===== config.mk =====
export PLATFORM = sky130hd
export DESIGN_NAME = id_ex_stage
export DESIGN_NICKNAME = d
export VERILOG_FILES = /design/src/rtl/datapath_pkg.sv /design/src/rtl/forward_unit.sv /design/src/rtl/mux2.sv /design/src/rtl/mux4.sv /design/src/rtl/id_ex_stage.sv
export SDC_FILE = /design/constraint.sdc
export NUM_CORES = 1
export LEC_CHECK = 0
export ABC_AREA = 1
export CORE_MARGIN = 2
export CORE_UTILIZATION = 40
export CTS_BUF_LIST = sky130_fd_sc_hd__clkbuf_8
export DETAILED_ROUTE_END_ITERATION = 8
export HOLD_SLACK_MARGIN = 0.08
export MAX_ROUTING_LAYER = met4
export PLACE_DENSITY = 0.73
export SLEW_MARGIN = 30
export SYNTH_ARGS = -nofsm -noshare
export SYNTH_HDL_FRONTEND = slang
export SYNTH_HIERARCHICAL = 1
export SYNTH_SLANG_ARGS = --single-unit
export TNS_END_PERCENT = 1

===== constraint.sdc =====
create_clock -name clk -period 2.04 [get_ports clk]
set_input_delay 0.306 -clock clk [delete_from_list [all_inputs] [get_ports clk]]
set_output_delay 0.306 -clock clk [all_outputs]
set_load 0.05 [all_outputs]

===== src/rtl/datapath_pkg.sv =====
// Shared datapath constants: widths, ALU function codes, forward-select codes.
package datapath_pkg;

  localparam int DP_N = 32;
  localparam int DP_R = 5;

  // ALU function codes carried on F
  localparam logic [2:0] ALU_AND = 3'b000;
  localparam logic [2:0] ALU_OR  = 3'b001;
  localparam logic [2:0] ALU_ADD = 3'b010;
  localparam logic [2:0] ALU_SUB = 3'b110;
  localparam logic [2:0] ALU_SLT = 3'b111;

  // Operand source selects produced by the forwarding unit
  localparam logic [1:0] FWD_RF  = 2'b00;
  localparam logic [1:0] FWD_WB  = 2'b01;
  localparam logic [1:0] FWD_MEM = 2'b10;

  // Register 0 is hardwired zero and never forwards
  localparam logic [DP_R-1:0] REG_ZERO = '0;

endpackage


===== src/rtl/forward_unit.sv =====
// Operand forwarding select: EX/MEM beats MEM/WB beats register file; r0 never forwards.
module forward_unit
  import datapath_pkg::*;
#(
  parameter int R = DP_R
) (
  input  logic [R-1:0] rsE,
  input  logic [R-1:0] rtE,
  input  logic         exMemRegWrite,
  input  logic [R-1:0] exMemRd,
  input  logic         memWbRegWrite,
  input  logic [R-1:0] memWbRd,
  output logic [1:0]   fwdA,
  output logic [1:0]   fwdB
);

  logic mem_ok, wb_ok;

  assign mem_ok = exMemRegWrite && (exMemRd != '0);
  assign wb_ok  = memWbRegWrite && (memWbRd != '0);

  assign fwdA = (mem_ok && exMemRd == rsE) ? FWD_MEM :
                (wb_ok  && memWbRd == rsE) ? FWD_WB  : FWD_RF;
  assign fwdB = (mem_ok && exMemRd == rtE) ? FWD_MEM :
                (wb_ok  && memWbRd == rtE) ? FWD_WB  : FWD_RF;

endmodule


===== src/rtl/mux2.sv =====
// Two-way N-bit multiplexer.
module mux2 #(
  parameter int N = 32
) (
  input  logic [N-1:0] d0,
  input  logic [N-1:0] d1,
  input  logic         s,
  output logic [N-1:0] y
);

  assign y = s ? d1 : d0;

endmodule


===== src/rtl/mux4.sv =====
// Four-way N-bit multiplexer.
module mux4 #(
  parameter int N = 32
) (
  input  logic [N-1:0] d0,
  input  logic [N-1:0] d1,
  input  logic [N-1:0] d2,
  input  logic [N-1:0] d3,
  input  logic [1:0]   s,
  output logic [N-1:0] y
);

  // Plain select; every code maps to one input
  always_comb begin
    y = d0;
    case (s)
      2'b00: y = d0;
      2'b01: y = d1;
      2'b10: y = d2;
      2'b11: y = d3;
      default: y = d0;
    endcase
  end

endmodule


===== src/rtl/id_ex_stage.sv =====
// ID/EX pipeline register feeding the ALU: operand forwarding and load-use bubble insertion.
module id_ex_stage
  import datapath_pkg::*;
#(
  parameter int N = DP_N,
  parameter int R = DP_R
) (
  input  logic         clk,
  input  logic         reset,
  input  logic         inValid,
  input  logic [N-1:0] rd1,
  input  logic [N-1:0] rd2,
  input  logic [N-1:0] imm,
  input  logic [R-1:0] rs,
  input  logic [R-1:0] rt,
  input  logic [R-1:0] rdst,
  input  logic         useRt,
  input  logic         aluSrc,
  input  logic [2:0]   aluCtl,
  input  logic         regWrite,
  input  logic         memWrite,
  input  logic         memToReg,
  input  logic         stall,
  input  logic         flush,
  input  logic         exMemRegWrite,
  input  logic [R-1:0] exMemRd,
  input  logic [N-1:0] exMemY,
  input  logic         memWbRegWrite,
  input  logic [R-1:0] memWbRd,
  input  logic [N-1:0] memWbY,
  output logic [N-1:0] SrcA,
  output logic [N-1:0] SrcB,
  output logic [2:0]   F,
  output logic [N-1:0] WriteDataE,
  output logic         validE,
  output logic         regWriteE,
  output logic         memWriteE,
  output logic         memToRegE,
  output logic [R-1:0] rdE,
  output logic         luStall
);

  logic [N-1:0] rd1E, rd2E, immE;
  logic [R-1:0] rsE, rtE;
  logic         aluSrcE;
  logic [1:0]   fwdA, fwdB;
  logic [N-1:0] fwd_b;

  // A load in EX whose destination is read by the incoming instruction
  assign luStall = inValid && validE && memToRegE && (rdE != REG_ZERO) &&
                   ((rdE == rs) || (useRt && (rdE == rt)));

  // Pipeline register: reset/flush/load-use load a bubble, stall holds
  always_ff @(posedge clk) begin
    if (reset || flush || (!stall && luStall)) begin
      validE    <= 1'b0;
      rd1E      <= '0;
      rd2E      <= '0;
      immE      <= '0;
      rsE       <= '0;
      rtE       <= '0;
      rdE       <= '0;
      aluSrcE   <= 1'b0;
      F         <= 3'b000;
      regWriteE <= 1'b0;
      memWriteE <= 1'b0;
      memToRegE <= 1'b0;
    end else if (!stall) begin
      validE    <= inValid;
      rd1E      <= rd1;
      rd2E      <= rd2;
      immE      <= imm;
      rsE       <= rs;
      rtE       <= rt;
      rdE       <= rdst;
      aluSrcE   <= aluSrc;
      F         <= aluCtl;
      regWriteE <= regWrite;
      memWriteE <= memWrite;
      memToRegE <= memToReg;
    end
  end

  forward_unit #(.R(R)) u_fwd (
    .rsE          (rsE),
    .rtE          (rtE),
    .exMemRegWrite(exMemRegWrite),
    .exMemRd      (exMemRd),
    .memWbRegWrite(memWbRegWrite),
    .memWbRd      (memWbRd),
    .fwdA         (fwdA),
    .fwdB         (fwdB)
  );

  // Unused select code 11 falls back to the register value
  mux4 #(.N(N)) u_mux_a (
    .d0(rd1E), .d1(memWbY), .d2(exMemY), .d3(rd1E), .s(fwdA), .y(SrcA)
  );

  mux4 #(.N(N)) u_mux_b (
    .d0(rd2E), .d1(memWbY), .d2(exMemY), .d3(rd2E), .s(fwdB), .y(fwd_b)
  );

  mux2 #(.N(N)) u_mux_imm (
    .d0(fwd_b), .d1(immE), .s(aluSrcE), .y(SrcB)
  );

  // Store data is always the forwarded rt value
  assign WriteDataE = fwd_b;

endmodule


==> qor.txt <==
Status - complete, but fails checks
Failing checks - negative setup slack
Int Pwr - 0.00462 W
Sw frac - 0.311
EDFF count, synth - 0
Overall routed net length - 28900 um
Die width - 141 um
Syn. warnings - 6
Crit path kind - reg2out
Root Buffer - clkbuf_8
Routed Antenna Nets - 0
Post-Syn Area - 7470 sq um
Die Ht - 141 um
Placed Cells - 1531
Worst hold stages - 3
Initial Util - 0.412
Share of layout cells above drive strength 1 - 0.226
Mean Syn Cell Area - 7.41 sq um
Ys flop type - dfxtp_1
First-pass GRT wire length - 44300 um
Max-slew headroom - 0.646
Total GRT Usage - 0.295
Vias after detailed routing - 8414
Sw power - 0.00208 W
Highest-count cells in the layout ignoring fill and taps - clkdlybuf4s50_1 (197), nand3_1 (177), nand2_1 (175), nor2_1 (147), buf_12 (115)
CTS buffer count - 17
Clk_lat worst skew - 450 ps
DR vias/cell - 5.36
Slew Limit Fails - 0
Pre-CTS setup slack - -759 ps
Synth async-reset ratio - 0
Finish-stage setup viols - 96
Final non-filler cell total - 1569
Placer Congestion - 0.939
Cell count after synthesis - 1009
Clock Sinks - 119
CTS tree - done
Fin crit share - 1.32
Total power divided by cell area - 535 nW/um^2
Setup Skew - 10.5 ps
Total chip power - 0.00670 W
Core Box Area - 18100 sq um
Startpoint Class - flop
Sequential power share - 0.367
Crit path max fanout - 16
Clock transition at path regs - 70 ps
Setup slack after layout - -658 ps
Final nets - 1526
Leakage power - 5.33 nW
Placed wire-length estimate - 21900 um
Syn Nets - 1209
WP data required - 1730 ps
TritonRoute pass-1 iters - 5
P&R area growth vs syn - 67.7%
Placed Area - 11900 sq um
Power share of the combinational group - 0.285
Clk pwr share - 0.347
Measured slew at the worst slew-check pin - 534 ps
Top Ports - 309
Iter 0 DRT Violations - 584
Fmax - 371 MHz
GR Overflow Total - 0
Hold Vio Cnt, Final - 0
Fin area - 12500 sq um
Vias in the first global route - 8154
Clk buf depth - 2
#FFs+latches synth - 119
PortBufs - 308
Post-synthesis sequential area ratio - 0.319
CTS H-tree lvls - 4
Crit path capture type - primary output
RSZ-0062 raised after global routing - yes
Full die area - 19800 sq um
Wirelength per Cell - 18.4 um
Max-Cap Viols - 0
Worst vdd ir - 0.000359 V
Hold Path Class - in2reg
Final Critical Period - 2700 ps
Largest net degree at the start of global routing - 53
Row count - 49
# DRC - 0
Initial antenna violation count - 1
Most common cell after layout, fill and taps aside - clkdlybuf4s50_1
Arrival time worst endpoint - 2390 ps
Number of library cell types mapped by synthesis - 23
Worst Reg2Reg Path Length in Cells - 10
-- repair_timing --
item	4_1_cts	5_1_grt
pin swaps	19	29
hold buffers	0	0
setup buffers	0	5
gates resized for setup	22	29
gates cloned	0	0
endpoints found under the setup margin	100	99
-- cells in the mapped netlist (10+ instances only) --
cell	n	share of area
buf_2	28	0.019
nand3_2	20	0.027
buf_8	10	0.020
nand2_1	210	0.11
nor2_1	149	0.075
nand2_2	11	0.0092
dfxtp_1	119	0.32
nand3_1	181	0.12
mux2i_1	110	0.15
buf_4	13	0.013
nand4_1	66	0.055
a21oi_1	10	0.0067
buf_6	21	0.032
inv_1	29	0.015
-- through the flow --
step	hold slack (ps)	util	setup TNS [ps]
global placement	488	0.657	-59620
CTS	187	0.684	-58110
floorplan	465	-	-17040
finish	220	0.691	-51900
global route	219	0.691	-66380
detailed placement	499	0.657	-61720
-- final timing paths --
path,slack (ps),endpoint,start
worst min-delay path,220,rsE[3],stall
worst max register to register,460,immE[27],rdE[0]
worst max-delay path,-660,WriteDataE[3],rtE[1]
worst min register to register,510,F[2],F[2]
-- layout make-up --
class	instances	area, sq um
antenna	1	2.50
clock buffer	18	248
clock inverter	14	175
fill	1441	5610
inverter	37	149
multi-input combinational	773	4390
sequential	119	2410
tap	229	287
timing repair buffer	378	4870
-- worst max-delay path: stages, from the launching register on --
cell and delay (ps):
dfxtp_4 360, xnor2_1 180, nand2_1 70, nor2_1 90
nand2_1 100, nor2_4 250, inv_2 120, buf_12 170
nand3_1 70, nand4_1 180, buf_4 210, buf_12 140
-- metal layers --
layer	vias to the layer above	routed length [um]	global-route usage
met5	-	0	-
met4	0	873	0.108
met3	48	2470	0.0849
met2	399	14500	0.511
met1	3923	11000	0.322
li1	4044	-	-
-- registers in the layout (all words and copies together), names as in the netlist --
name / flops
memWriteE: 1
immE: 32
rd1E: 32
aluSrcE: 1
rsE: 5
rdE: 5
F: 3
regWriteE: 1
rd2E: 32
rtE: 5
memToRegE: 1
validE: 1
-- cell families (layout without fill, tap and decap cells) --
logic type / count (synthesis) / in the layout / synth area share
buffers and inverters: 117 / 447 / 0.118
XOR/XNOR: 11 / 11 / 0.0129
AO/OA/AOI/OAI: 11 / 11 / 0.00736
flip-flops: 119 / 119 / 0.319
AND/OR/NAND/NOR: 641 / 641 / 0.396
multiplexers: 110 / 110 / 0.147
other: 0 / 1 / 0
-- power by group through the flow --
| stage | Clock (W) | Combinational, W | Sequential [W] |
|---|---|---|---|
| finish | 0.00233 | 0.00191 | 0.00246 |
| detailed placement | 0 | 0.00190 | 0.00252 |
| floorplan | 0 | 0.000844 | 0.00252 |
| global route | 0.00247 | 0.00201 | 0.00247 |
| CTS | 0.00237 | 0.00191 | 0.00246 |
| global placement | 0 | 0.00189 | 0.00251 |
Note: power is estimated with default switching activity, not from simulation.
